## config.mk

```make
export PLATFORM = sky130hd
export DESIGN_NAME = mul_issue_unit
export DESIGN_NICKNAME = d
export VERILOG_FILES = /design/src/rtl/mul_issue_unit.sv
export SDC_FILE = /design/constraint.sdc
export NUM_CORES = 1
export LEC_CHECK = 0
export ABC_CLOCK_PERIOD_IN_PS = 2700
export BUFFER_PORTS_ARGS = -buffer_cell sky130_fd_sc_hd__buf_4
export CAP_MARGIN = 20
export CORE_AREA = 2 2 101 200
export DETAILED_ROUTE_END_ITERATION = 10
export DIE_AREA = 0 0 103 202
export GPL_ROUTABILITY_DRIVEN = 1
export PLACE_DENSITY = 0.61
export SLEW_MARGIN = 10
export SYNTH_ARGS = -nofsm -noshare
export SYNTH_HDL_FRONTEND = slang
export SYNTH_SLANG_ARGS = --single-unit
```

## constraint.sdc

```tcl
create_clock -name clk -period 2.7 [get_ports clk]
set_input_delay 0.405 -clock clk [delete_from_list [all_inputs] [get_ports clk]]
set_output_delay 0.405 -clock clk [all_outputs]
set_load 0.01 [all_outputs]
```

## src/rtl/mul_issue_unit.sv

```systemverilog
// Execute-stage wrapper around the unsigned shift-add multiplier core:
// operand magnitudes, core handshake, sign fix-up and result return.
module mul_issue_unit #(
    parameter int XLEN        = 32,
    parameter bit ZERO_BYPASS = 1'b1
) (
    input  logic              clk,
    input  logic              reset,
    input  logic              in_valid,
    output logic              in_ready,
    input  logic [1:0]        in_op,
    input  logic [XLEN-1:0]   in_a,
    input  logic [XLEN-1:0]   in_b,
    input  logic              flush,
    output logic              out_valid,
    input  logic              out_ready,
    output logic [XLEN-1:0]   out_data,
    output logic              busy,
    output logic              mul_valid,
    output logic [XLEN-1:0]   mul_a,
    output logic [XLEN-1:0]   mul_b,
    input  logic              mul_done,
    input  logic [2*XLEN-1:0] mul_c
);

    typedef enum logic [2:0] {
        S_IDLE,
        S_LAUNCH,
        S_WAIT,
        S_FIX,
        S_DONE,
        S_DRAIN
    } state_t;

    state_t state, state_nx;

    logic [1:0]        op_q;
    logic              neg_q;
    logic              first_q;
    logic              accept;
    logic              zero;
    logic              sa;
    logic              sb;
    logic              done_ok;
    logic [2*XLEN-1:0] prod;
    logic [XLEN-1:0]   res;

    always_comb begin
        accept  = in_valid & (state == S_IDLE) & ~flush;
        zero    = ZERO_BYPASS & ((in_a == '0) | (in_b == '0));
        sa      = (in_op == 2'b01) | (in_op == 2'b10);
        sb      = (in_op == 2'b01);
        // The core still shows the previous done in the cycle after start.
        done_ok = mul_done & ~first_q;
        prod    = neg_q ? -mul_c : mul_c;
        res     = (op_q == 2'b00) ? prod[XLEN-1:0] : prod[2*XLEN-1:XLEN];
    end

    always_comb begin
        state_nx = state;
        unique case (state)
            S_IDLE:   if (accept) state_nx = zero ? S_DONE : S_LAUNCH;
            S_LAUNCH: state_nx = flush ? S_DRAIN : S_WAIT;
            S_WAIT: begin
                if (flush)        state_nx = S_DRAIN;
                else if (done_ok) state_nx = S_FIX;
            end
            S_FIX:    state_nx = flush ? S_IDLE : S_DONE;
            S_DONE:   if (flush | out_ready) state_nx = S_IDLE;
            S_DRAIN:  if (done_ok) state_nx = S_IDLE;
            default:  state_nx = S_IDLE;
        endcase
    end

    always_ff @(posedge clk) begin
        if (reset) begin
            state    <= S_IDLE;
            op_q     <= 2'b00;
            neg_q    <= 1'b0;
            first_q  <= 1'b0;
            mul_a    <= '0;
            mul_b    <= '0;
            out_data <= '0;
        end else begin
            state   <= state_nx;
            first_q <= (state == S_LAUNCH);
            if (accept) begin
                op_q  <= in_op;
                neg_q <= (sa & in_a[XLEN-1]) ^ (sb & in_b[XLEN-1]);
                if (zero) begin
                    out_data <= '0;
                end else begin
                    mul_a <= (sa & in_a[XLEN-1]) ? -in_a : in_a;
                    mul_b <= (sb & in_b[XLEN-1]) ? -in_b : in_b;
                end
            end
            if ((state == S_FIX) && !flush) out_data <= res;
        end
    end

    assign in_ready  = (state == S_IDLE);
    assign busy      = ~in_ready;
    assign out_valid = (state == S_DONE);
    assign mul_valid = (state == S_LAUNCH);

endmodule

```

Word-level counts from Yosys, hierarchy flattened
Index checks and enable logic that the tools add are counted.
Operators by class
  reduce and logical (&&, ||, !) cells: 11
  add/subtract/negate cells: 3
  bitwise logic cells: 13
  equality and inequality tests: 11
  mux-type cells: 16
Operators with widths (number)
  32-bit two-way mux: 6
  32-bit logical NOT: 2
  64-bit two-way mux: 1
  32-bit negator: 2
  64-bit negator: 1
  3-bit two-way mux: 8
  3-bit one-hot mux with 6 select lines: 1
  3-bit by 2-bit equality test with 1-bit output, second input constant: 2
  3-bit equality test, second input constant: 2
  1-bit AND: 5
  2-bit by 1-bit != test with 1-bit output, second input constant: 2
  1-bit NOT: 4
  2-bit AND reduction: 2
  4-bit AND reduction: 1
  2-bit nonzero test: 2
  3-bit by 1-bit equality test with 1-bit output, second input constant: 1
  3-bit logical NOT: 1
  3-bit != test, second input constant: 1
  1-bit bitwise OR: 3
  2-bit by 1-bit equality test with 1-bit output, second input constant: 1
  2-bit equality test, second input constant: 1
  2-bit logical NOT: 1
  2-bit != test, second input constant: 1
  1-bit logical AND: 1
  other kinds (2): 2
Storage, ports and cells
  output and inout bits: 100
  logic and storage cells: 61
  register bits after elaboration: 103

Logic depth before layout (Yosys ltp)
Gate-level depths: netlist of the first run.
  depth in word-level cells: 5
  gate-level depth with buffers: 10
  mapped depth without buffers: 8

Least setup slack after synthesis of the first run
Ideal clock, no wire load.
  path type: input-to-reg
  start point: in mul_c[14]
  end point: reg out_data[1]
  cell stages on the path: 8
  slack: -244 ps
  data required time: 2583 ps
  data arrival time: 2828 ps
  path through: or4_4 > buf_6 > or4_4 > buf_6 > or3_4 > or4_4 > mux2i_1 > a22o_1
Between the ends
  word-level cells in the longest chain between the ends: 4
RTL lines
  start, declared: RTL line 23  | input logic [2*XLEN-1:0] mul_c
  64-bit negator: RTL line 55  | prod = neg_q ? -mul_c : mul_c;
  64-bit two-way mux: RTL line 55
  32-bit two-way mux: RTL line 56  | res = (op_q == 2'b00) ? prod[XLEN-1:0] : prod[2*XLEN-1:XLEN];
  32-bit two-way mux: RTL line 97  | if ((state == S_FIX) && !flush) out_data <= res;
  end signal, assigned: RTL line 97
  end, declared: RTL line 17  | output logic [XLEN-1:0] out_data,
No other way between the ends.
A chain may end at the register's enable or synchronous reset.

Worst setup path in the final report of the first run
  start point: in mul_c[14]
  end point: reg out_data[16]
Same word-level chain as after synthesis.

==> results of run 1 <==
==> placed cells by master (no fill, tap or decap), drive strengths merged, types with 4 or more instances in the layout <==
cell | synthesis | routed
nand2b | 7 | 7
a211oi | 62 | 62
nor4 | 31 | 31
nand4b | 4 | 4
buf | 16 | 379
nand3 | 15 | 15
a32o | 9 | 9
a31oi | 16 | 16
xor2 | 47 | 47
o41ai | 18 | 18
ha | 4 | 4
a21oi | 103 | 103
a221o | 7 | 7
nand2 | 61 | 61
nor3 | 26 | 26
nor2 | 83 | 83
nand4 | 6 | 6
xnor2 | 41 | 41
clkbuf | 56 | 10
dfxtp | 103 | 103
o31ai | 21 | 21
o311ai | 4 | 4
and2 | 5 | 5
a22o | 9 | 9
mux2i | 13 | 13
o211ai | 5 | 5
o21ai | 27 | 27
a21o | 4 | 4
a211o | 4 | 4
and3 | 6 | 6
nor2b | 6 | 6
nor3b | 8 | 8
or4 | 23 | 23
or2 | 7 | 7
a311oi | 5 | 5
inv | 11 | 13
or3 | 25 | 25
==> kinds of logic after synthesis <==
family / Yosys count / synth area share [%]
flip-flops: 103 / 28.6
XOR/XNOR: 88 / 10.7
multiplexers: 14 / 1.96
buffers and inverters: 84 / 4.78
adder cells (fa/ha/maj): 4 / 0.693
AO/OA/AOI/OAI: 317 / 29.9
AND/OR/NAND/NOR: 320 / 23.5
==> through the flow <==
| step | hold WS (ns) | setup slack (ns) |
|---|---|---|
| 3_5_place_dp | 0.447 | -0.318 |
| 4_1_cts | 0.284 | 0.0663 |
| 5_1_grt | 0.293 | 0.0136 |
| 3_3_place_gp | 0.444 | -0.287 |
| 6_report | 0.292 | 0.0589 |
| 2_1_floorplan | 0.444 | -0.187 |
==> per-layer routing <==
layer / vias up / global-route usage, %
met1: 4204 / 29.9
met2: 386 / 55.9
met5: - / 0
met4: 0 / 22.7
met3: 128 / 6.60
li1: 4176 / -
==> report_power, final <==
part	total [mW]	switching, mW	leakage [nW]	internal, mW
sequential	1.70	0.0697	0.841	1.63
clock	1.32	0.680	0.133	0.644
combinational	1.46	0.794	3.23	0.664
==> timing repair <==
action                                  in CTS  in global routing
resized for setup                            0                  5
endpoints found under the hold margin        0                  0
endpoints found under the setup margin       0                  5
==> layout make-up <==
class	count	area share, %
Multi-Input combinational cell	743	46.4
Timing Repair Buffer	379	27.9
Tap cell	259	3.07
Inverter	12	0.427
Sequential cell	103	19.5
Clock inverter	6	0.521
Clock buffer	10	2.17
==> worst paths after layout <==
check | cells after the start | from | to | slack [ns]
min | 3 | in_op[0] | op_q[0]$_SDFFE_PP0P_ | 0.29
min reg2reg | 1 | out_data[25]$_SDFFE_PP0P_ | out_data[25]$_SDFFE_PP0P_ | 0.47
max | 9 | mul_c[14] | out_data[16]$_SDFFE_PP0P_ | 0.06
max reg2reg | 7 | state[2]$_SDFFE_PP0P_ | out_data[8]$_SDFFE_PP0P_ | 0.45
==> registers in the layout (all words and copies together) (netlist names) <==
register	flops
out_data	32
mul_b	32
mul_a	32
op_q	2
neg_q	1
first_q	1
state	3
==> worst min-delay path, cell delays in order <==
cell and delay, ns:
buf_4 0.11, nand2_1 0.05, a21oi_1 0.05
==> summary.md, run 1 <==
| Metric | Value |
|---|---|
| Wl on met1 | `10300 um` |
| Critical path type | `in2reg` |
| Critical Path RT | `2.95 ns` |
| Setup TNS | `0 ns` |
| TritonRoute pass-1 iters | `5` |
| Cell area after placement | `10200 sq um` |
| Largest net degree at the start of global routing | `72` |
| Post-synth top flop | `dfxtp_1` |
| DR vias | `8894` |
| Clock sinks | `103` |
| Min-delay worst type | `in2reg` |
| Synth cell types | `70` |
| Fin util | `54.8%` |
| CTS Buf Count | `9` |
| Commonest cells in the netlist | `a21oi_1, dfxtp_1, nor2_1` |
| Crit path max fanout | `9` |
| Max Clock Skew | `0.0111 ns` |
| GRT Total Usage | `31.1%` |
| Gr ovfl total | `0` |
| Synth area leaders | `dfxtp_1, a21oi_1, a211oi_1` |
| Clock transition at path regs | `0.08 ns` |
| Placed cell count | `1496` |
| Area grow syn2layout | `46.2%` |
| DR WL met2 | `17300 um` |
| Syn Nets | `1070` |
| Slew Viols, Final | `0` |
| Drt initial violations | `419` |
| Fin cells | `1512` |
| Crit path launch type | `input port` |
| Ys async rst share | `0%` |
| Root Driver | `clkbuf_16` |
| Endpoints failing setup | `0` |
| Yosys reg bits | `103` |
| Post-synth EDFFs | `0` |
| Rel. slew slack | `40.4%` |
| Leak | `4.20 nW` |
| Critical path's top delay family | `simple AND/OR/NAND/NOR gates` |
| Syn Std Cell Area | `7220 sq um` |
| Die Y | `202 um` |
| WL/cell | `21.4 um` |
| Vias in the first global route | `8970` |
| Die W | `103 um` |
| Htree depth | `3` |
| Yosys warning count | `0` |
| Fillers | `1943` |
| Core area | `19300 sq um` |
| Initial antenna violation count | `0` |
| FMAX | `379 MHz` |
| Pwr per Cell Area | `425 nW/um^2` |
| Post-layout net count | `1388` |
| Sequential area share after synthesis | `28.6%` |
| Share of layout cells above drive strength 1 | `34.0%` |
| Peak VDD IR | `0.276 mV` |
| Top routing layer used | `met4` |
| Mean post-synth cell area | `7.77 sq um` |
| Area leader, netlist | `dfxtp_1` |
| Critical Path Slowest Stage Cell | `or4_4` |
| Detail Placement HPWL | `24900 um` |
| CP dominant cell by count | `buf_4` |
| Starting Density | `37.5%` |
| Setup Fix Bufs, Post-CTS | `0` |
| Post-CTS Hold Buffers | `0` |
| Vias per std cell | `5.88` |
| Rows | `72` |
| Min Tclk post-route | `2.64 ns` |
| CTS tree | `yes` |
| IO Pins | `236` |
| Worst slew pin tran | `0.888 ns` |
| Final hold viol count | `0` |
| Post-synthesis cell count | `930` |
| Crit path buffers/inverters | `3` |
| Die Area | `20800 sq um` |
| IO Port Bufs | `235` |
| Status | `finished clean` |
| Register Area | `2060 sq um` |
| Worst-skew pair later-pin latency | `0.37 ns` |
| Critical path endpoint category | `register` |
| Post-synth top area share | `28.6%` |
| Finished Cell Area | `10600 sq um` |
| RSZ-0062 raised after global routing | `no` |
| Crit path DAT | `2.89 ns` |
| GPL Wtd Cong | `1.10` |
| Highest cell delay on the worst timing path | `0.55 ns` |
| Routed WL | `32300 um` |
| Crit share post-route | `97.8%` |
| Cells along the critical path | `buf_4 > or4_4 > buf_4 > nor4_1 > buf_4 > nand2b_1 > o31ai_1 > xnor2_1 > a221o_1` |
| First-pass GRT wire length | `49000 um` |
| Clk buf depth | `2` |
| Post-route ant nets | `0` |
| Met3 Routed Length | `2050 um` |
| MaxCap Viol Count | `0` |
| Multi-input logic area | `4900 sq um` |
| Pwr Total | `4.48 mW` |
| N_diodes | `0` |
| # DRC | `0` |
Power figures use the tool's default switching activity.
==> run 2, diff against run 1 <==
--- a/config.mk
+++ b/config.mk
@@ -6,14 +6,13 @@
 export NUM_CORES = 1
 export LEC_CHECK = 0
 export ABC_CLOCK_PERIOD_IN_PS = 2700
-export BUFFER_PORTS_ARGS = -buffer_cell sky130_fd_sc_hd__buf_4
-export CAP_MARGIN = 20
+export BUFFER_PORTS_ARGS = -buffer_cell sky130_fd_sc_hd__clkbuf_2
 export CORE_AREA = 2 2 101 200
 export DETAILED_ROUTE_END_ITERATION = 10
 export DIE_AREA = 0 0 103 202
 export GPL_ROUTABILITY_DRIVEN = 1
 export PLACE_DENSITY = 0.61
-export SLEW_MARGIN = 10
+export SLEW_MARGIN = 20
 export SYNTH_ARGS = -nofsm -noshare
 export SYNTH_HDL_FRONTEND = slang
 export SYNTH_SLANG_ARGS = --single-unit
==> summary.md, run 2 (synthesized netlist as in run 1, its figures left out) <==
| Metric | Value |
|---|---|
| Crit share post-route | `97.2% (-0.64 points)` |
| Min-delay worst type | `in2reg` |
| WL/cell | `20.9 um (-2.1%)` |
| Psw | `1.49 mW (-3.2%)` |
| Clk buf depth | `2 (unchanged)` |
| Most common cell after layout, fill and taps aside | `clkbuf_2` |
| Highest cell delay on the worst timing path | `0.58 ns (+0.03 ns)` |
| GRT Total Usage | `30.5% (-0.63 points)` |
| Grt met1 use | `30.0% (+0.043 points)` |
| Leak | `4.11 nW (-2.1%)` |
| RSZ-0062 raised after global routing | `no` |
| Most frequent cells in the layout | `clkbuf_2, buf_4, a21oi_1` |
| CTS Buf Count | `9 (unchanged)` |
| Die W | `103 um (unchanged)` |
| Gr busiest metal | `met2` |
| M2 GR Usage | `56.8% (+0.90 points)` |
| Worst slew pin tran | `1.01 ns (+0.118 ns)` |
| # DRC | `0 (unchanged)` |
| Crit path buffers/inverters | `2 (-1)` |
| Hold_sp | `in_op[0]` |
| Worst-skew pair later-pin latency | `0.36 ns (about the same)` |
| Share of layout cells above drive strength 1 | `34.7% (+0.65 points)` |
| N_diodes | `0 (unchanged)` |
| Post-layout net count | `1401 (+0.94%)` |
| Core area | `19300 sq um (unchanged)` |
| Critical path type | `in2reg` |
| Crit path from | `in_a[18]` |
| Starting Density | `37.5% (unchanged)` |
| Net Sw Frac | `33.1% (-1.3 points)` |
| Critical path's top delay family | `simple AND/OR/NAND/NOR gates` |
| Met3 usage | `4.43% (-2.2 points)` |
| Routed WL | `31800 um (-1.4%)` |
| Detail Placement HPWL | `24400 um (-1.9%)` |
| Post-CTS Hold Buffers | `0 (unchanged)` |
| Setup Fix Bufs, Post-CTS | `0 (unchanged)` |
| Critical Path Slowest Stage Cell | `or4_4` |
| WHS | `0.294 ns (+0.00200 ns)` |
| Final hold viol count | `0 (unchanged)` |
| Int Pwr | `3.02 mW (+2.7%)` |
| Status | `finished clean` |
| Gr ovfl total | `0 (unchanged)` |
| Vias per std cell | `5.81 (-1.2%)` |
| CTS tree | `yes` |
| Slew Viols, Final | `0 (unchanged)` |
| Drt initial violations | `421 (+0.48%)` |
| Htree depth | `3 (unchanged)` |
| IO Port Bufs | `235 (unchanged)` |
| Hold Path End | `op_q[0]$_SDFFE_PP0P_` |
| Vias in the first global route | `8868 (-1.1%)` |
| Crit path DAT | `2.88 ns (about the same)` |
| Crit path max fanout | `60 (+51)` |
| MaxCap Viol Count | `0 (unchanged)` |
| IO Pins | `236 (unchanged)` |
| Rows | `72 (unchanged)` |
| Die Y | `202 um (unchanged)` |
| Worst R2R Start | `state[1]$_SDFFE_PP0P_` |
| Placed cell count | `1509 (+0.87%)` |
| Clock transition at path regs | `0.07 ns (about the same)` |
| Flop2flop setup slack | `0.27 ns (-0.18 ns)` |
| Area grow syn2layout | `39.7%` |
| Min Tclk post-route | `2.62 ns (-0.0174 ns)` |
| Peak VDD IR | `0.255 mV (-7.6%)` |
| CP dominant cell by count | `or4_4` |
| Max Clock Skew | `0.00896 ns (-0.00218 ns)` |
| Comb pwr share | `29.8% (-2.7 points)` |
| Post-route ant nets | `0 (unchanged)` |
| RR Endpoint | `out_data[9]$_SDFFE_PP0P_` |
| DR vias | `8854 (-0.45%)` |
| Largest net degree at the start of global routing | `72 (unchanged)` |
| Fin cells | `1523 (+0.73%)` |
| Post-CTS resize count | `0 (unchanged)` |
| Cells along the critical path | `clkbuf_2 > or4_4 > or4_4 > or4_4 > a2bb2o_2 > nor2_4 > buf_12 > a211oi_1` |
| Clock sinks | `103 (unchanged)` |
| Critical path endpoint category | `register` |
| GPL Wtd Cong | `1.08 (-2.0%)` |
| Critical Path RT | `2.96 ns (about the same)` |
| Crit path launch type | `input port` |
| Die Area | `20800 sq um (unchanged)` |
| R2r worst-path depth | `7 (unchanged)` |
| Pwr per Cell Area | `447 nW/um^2 (+5.3%)` |
| Initial antenna violation count | `0 (unchanged)` |
| First-pass GRT wire length | `48000 um (-2.0%)` |
| Rel. slew slack | `32.2% (-8.1 points)` |
| FMAX | `381 MHz (+0.66%)` |
| Worst Hold Path Cells | `3 (unchanged)` |
| TritonRoute pass-1 iters | `6 (+1)` |
| Sequential Power Share | `37.7% (-0.2 points)` |
| Clock power frac | `32.5% (+3.0 points)` |
| Root Driver | `clkbuf_16` |
| Endpoints failing setup | `0 (unchanged)` |
| Largest regs | `mul_a (32), mul_b (32), out_data (32)` |
## run 2: cell types whose count changed in the layout (fill, tap and decap cells not counted), sizes merged
cell | previous run | this run
clkbuf | 10 | 245
buf | 379 | 157
bufinv | 0 | 2
clkinv | 3 | 1
clkinvlp | 2 | 0
## run 2: power by group through the flow
stage | Sequential (mW) | Clock [mW] | Combinational, mW
floorplan | 1.77 | 0 | 0.654
global placement | 1.74 | 0 | 1.30
detailed placement | 1.74 | 0 | 1.31
CTS | 1.70 | 1.50 | 1.32
global route | 1.72 | 1.54 | 1.46
finish | 1.70 | 1.46 | 1.34
## run 2: layer usage
metal / share of wire (%) / wire length (um)
met5: 0 / 0
met4: 6.7 / 2130
met3: 5.5 / 1760
met2: 54 / 17300
met1: 34 / 10700
## run 2: layout make-up
cell class	count	area, sq um
timing repair buffer	392	2440
clock buffer	10	239
tap	259	324
fill	2005	9190
sequential	103	2060
multi-input combinational	743	4900
inverter	12	45.0
clock inverter	4	77.6
## run 2: worst min-delay path, stage by stage
cell	delay (ns)
clkbuf_2	0.09
nand2_1	0.05
a21oi_1	0.05
## run 2: through the flow
| step | cell area, sq um | setup WS (ns) | total power [mW] | TNS [ns] | util (%) |
|---|---|---|---|---|---|
| finish | 10100 | 0.0763 | 4.51 | 0 | 52.3 |
| global route | 10100 | 0.0117 | 4.72 | 0 | 52.3 |
| CTS | 10100 | 0.0807 | 4.52 | 0 | 52.2 |
| detailed placement | 9740 | -0.276 | 3.05 | -20.58 | 50.5 |
| global placement | 9740 | -0.290 | 3.04 | -18.82 | 50.5 |
| floorplan | 7290 | -0.187 | 2.42 | -0.330 | - |
## run 2: worst max path at each step
stage | end | slack (ns) | cells past startpoint
floorplan | out_data[1]$_SDFFE_PP0P_ | -0.19 | 8
global placement | out_data[11]$_SDFFE_PP0P_ | -0.29 | 10
detailed placement | mul_a[11]$_SDFFE_PP0P_ | -0.28 | 8
CTS | mul_a[17]$_SDFFE_PP0P_ | 0.08 | 8
global route | mul_b[7]$_SDFFE_PP0P_ | 0.01 | 8
finish | mul_a[17]$_SDFFE_PP0P_ | 0.08 | 8
==> run 3, diff against run 2 <==
--- a/config.mk
+++ b/config.mk
@@ -7,9 +7,9 @@
 export LEC_CHECK = 0
 export ABC_CLOCK_PERIOD_IN_PS = 2700
 export BUFFER_PORTS_ARGS = -buffer_cell sky130_fd_sc_hd__clkbuf_2
-export CORE_AREA = 2 2 101 200
+export CORE_AREA = 2 2 163 125
 export DETAILED_ROUTE_END_ITERATION = 10
-export DIE_AREA = 0 0 103 202
+export DIE_AREA = 0 0 165 127
 export GPL_ROUTABILITY_DRIVEN = 1
 export PLACE_DENSITY = 0.61
 export SLEW_MARGIN = 20
==> summary.md, run 3 (synthesized netlist as in run 1, its figures left out) <==
| Metric | Value |
|---|---|
| Status | `finished clean` |
| Clock transition at path regs | `0.07 ns (about the same)` |
| CP dominant cell by count | `or4_4` |
| Largest net degree at the start of global routing | `72 (unchanged)` |
| Area grow syn2layout | `37.1%` |
| Critical Path RT | `2.94 ns (-0.02 ns)` |
| Setup Fix Bufs, Post-CTS | `0 (unchanged)` |
| Most common cell after layout, fill and taps aside | `clkbuf_2` |
| IO Port Bufs | `235 (unchanged)` |
| Met3 usage | `8.77% (+4.3 points)` |
| Critical path type | `in2reg` |
| Die Y | `127 um (-37%)` |
| Net Sw Frac | `33.7% (+0.62 points)` |
| Starting Density | `37.6% (+0.13 points)` |
| N_diodes | `0 (unchanged)` |
| First-pass GRT wire length | `43400 um (-9.6%)` |
| Post-CTS resize count | `0 (unchanged)` |
| Cell area after placement | `9590 sq um (-1.6%)` |
| Post-route ant nets | `0 (unchanged)` |
| MaxCap Viol Count | `0 (unchanged)` |
| CTS Buf Count | `9 (unchanged)` |
| Setup ws final | `0.0413 ns (-0.0350 ns)` |
| Worst Hold Path Cells | `3 (unchanged)` |
| DR vias | `8570 (-3.2%)` |
| Vias in the first global route | `7838 (-12%)` |
| Highest cell delay on the worst timing path | `0.54 ns (-0.04 ns)` |
| Vias per std cell | `5.70 (-1.9%)` |
| Finished Cell Area | `9900 sq um (-1.9%)` |
| RSZ-0062 raised after global routing | `no` |
| GPL Wtd Cong | `0.968 (-11%)` |
| Initial antenna violation count | `1 (+1)` |
| Slew Viols, Final | `0 (unchanged)` |
| Crit path DAT | `2.90 ns (+0.02 ns)` |
| Flop2flop setup slack | `0.24 ns (-0.03 ns)` |
| Die W | `165 um (+60%)` |
| Min Tclk post-route | `2.66 ns (+0.0350 ns)` |
| Grt met1 use | `39.9% (+9.9 points)` |
| Crit share post-route | `98.5% (+1.3 points)` |
| Comb pwr share | `29.7% (about the same)` |
| Critical path's top delay family | `simple AND/OR/NAND/NOR gates` |
| # DRC | `0 (unchanged)` |
| Gr busiest metal | `met1` |
| Min-delay worst type | `in2reg` |
| Detail Placement HPWL | `21500 um (-12%)` |
| Post-CTS Hold Buffers | `0 (unchanged)` |
| Drt initial violations | `808 (+92%)` |
| Htree depth | `3 (unchanged)` |
| Most frequent cells in the layout | `clkbuf_2, buf_4, a21oi_1` |
| Clk buf depth | `2 (unchanged)` |
| Crit path buffers/inverters | `2 (unchanged)` |
| Hold Path End | `op_q[1]$_SDFFE_PP0P_` |
| TritonRoute pass-1 iters | `6 (unchanged)` |
| Psw | `1.48 mW (-1.0%)` |
| Pwr Total | `4.39 mW (-2.8%)` |
| Critical path endpoint category | `register` |
| Gr ovfl total | `0 (unchanged)` |
| GRT Total Usage | `26.3% (-4.2 points)` |
| Worst R2R Start | `state[2]$_SDFFE_PP0P_` |
| Crit path max fanout | `4 (-93%)` |
| Pre-CTS setup slack | `-0.291 ns (-0.0149 ns)` |
| Crit path launch type | `input port` |
| RR Endpoint | `out_data[9]$_SDFFE_PP0P_` |
| Leak | `4.01 nW (-2.6%)` |
| Largest regs | `mul_a (32), mul_b (32), out_data (32)` |
| Rel. slew slack | `45.0% (+13 points)` |
| Peak VDD IR | `0.279 mV (+9.4%)` |
| R2r worst-path depth | `7 (unchanged)` |
| WHS | `0.289 ns (-0.00461 ns)` |
| WL/cell | `18.8 um (-10%)` |
| Sequential Power Share | `38.7% (+1.0 points)` |
| Max Clock Skew | `0.00997 ns (+0.00101 ns)` |
| Hold_sp | `in_op[1]` |
| Final hold viol count | `0 (unchanged)` |
| Clock power frac | `31.7% (-0.8 points)` |
| Worst-skew pair later-pin latency | `0.35 ns (about the same)` |
| Critical Path Slowest Stage Cell | `or4_4` |
| Rows | `44 (-39%)` |
| M2 GR Usage | `35.7% (-21 points)` |
| Endpoints failing setup | `0 (unchanged)` |
| Routed WL | `28200 um (-11%)` |
| Root Driver | `clkbuf_16` |
| Clock sinks | `103 (unchanged)` |
| Post-layout net count | `1385 (-1.1%)` |
| Setup TNS | `0 ns (unchanged)` |
| Int Pwr | `2.91 mW (-3.7%)` |
| Die Area | `21000 sq um (+0.72%)` |
| CTS tree | `yes` |
| FMAX | `376 MHz (-1.3%)` |
| Worst slew pin tran | `0.826 ns (-0.180 ns)` |
| Core area | `19200 sq um (-0.34%)` |
| Share of layout cells above drive strength 1 | `33.5% (-1.1 points)` |
| Pwr per Cell Area | `443 nW/um^2 (-0.99%)` |
| IO Pins | `236 (unchanged)` |
| Cells along the critical path | `clkbuf_2 > or4_4 > or4_4 > nor4_1 > a32oi_1 > and2_0 > buf_4 > a2111o_1` |
==> run 3: changes by cell type in the layout (fill, tap and decap cells not counted), sizes merged <==
cell and delta:
buf -16, clkinv +2, bufinv -1, clkinvlp +1
==> run 3: how the worst max path moves through the flow <==
stage | start | endpoint | slack, ns | cells past startpoint
floorplan | mul_c[14] | out_data[1]$_SDFFE_PP0P_ | -0.19 | 8
global placement | in_a[18] | out_data[14]$_SDFFE_PP0P_ | -0.28 | 9
detailed placement | in_a[18] | out_data[14]$_SDFFE_PP0P_ | -0.29 | 9
CTS | in_a[18] | out_data[14]$_SDFFE_PP0P_ | 0.07 | 9
global route | state[1]$_SDFFE_PP0P_ | out_data[9]$_SDFFE_PP0P_ | 0.01 | 7
finish | in_a[6] | out_data[14]$_SDFFE_PP0P_ | 0.04 | 8
==> run 3: layout make-up <==
type                            instances  area, sq um
Clock inverter                          6         77.6
Multi-Input combinational cell        743         4870
Fill cell                            1912         9310
Sequential cell                       103         2060
Tap cell                              253          317
Clock buffer                           10          229
Inverter                               12         45.0
Timing Repair Buffer                  376         2300
==> run 3: power by group through the flow <==
stage	logic (mW)	registers [mW]	clock network, mW
after floorplan	0.654	1.77	0
after global placement	1.27	1.73	0
after detailed placement	1.28	1.73	0
after CTS	1.28	1.69	1.43
after global routing	1.42	1.71	1.48
final	1.30	1.70	1.39
==> run 3: metrics by stage <==
stage | instances | util, %
2_1_floorplan | 930 | -
3_3_place_gp | 1487 | 49.9
3_5_place_dp | 1487 | 49.9
4_1_cts | 1503 | 51.5
5_1_grt | 1503 | 51.5
6_report | 1503 | 51.5
==> run 3: routing by layer <==
layer	vias to the layer above	share of wire (%)
met3	26	11
li1	4180	-
met4	2	1.3
met5	-	0.046
met1	3964	47
met2	398	40
==> run 3: worst min-delay path, stage by stage <==
cell,delay [ns]
clkbuf_2,0.09
nand2_1,0.05
a21oi_1,0.05
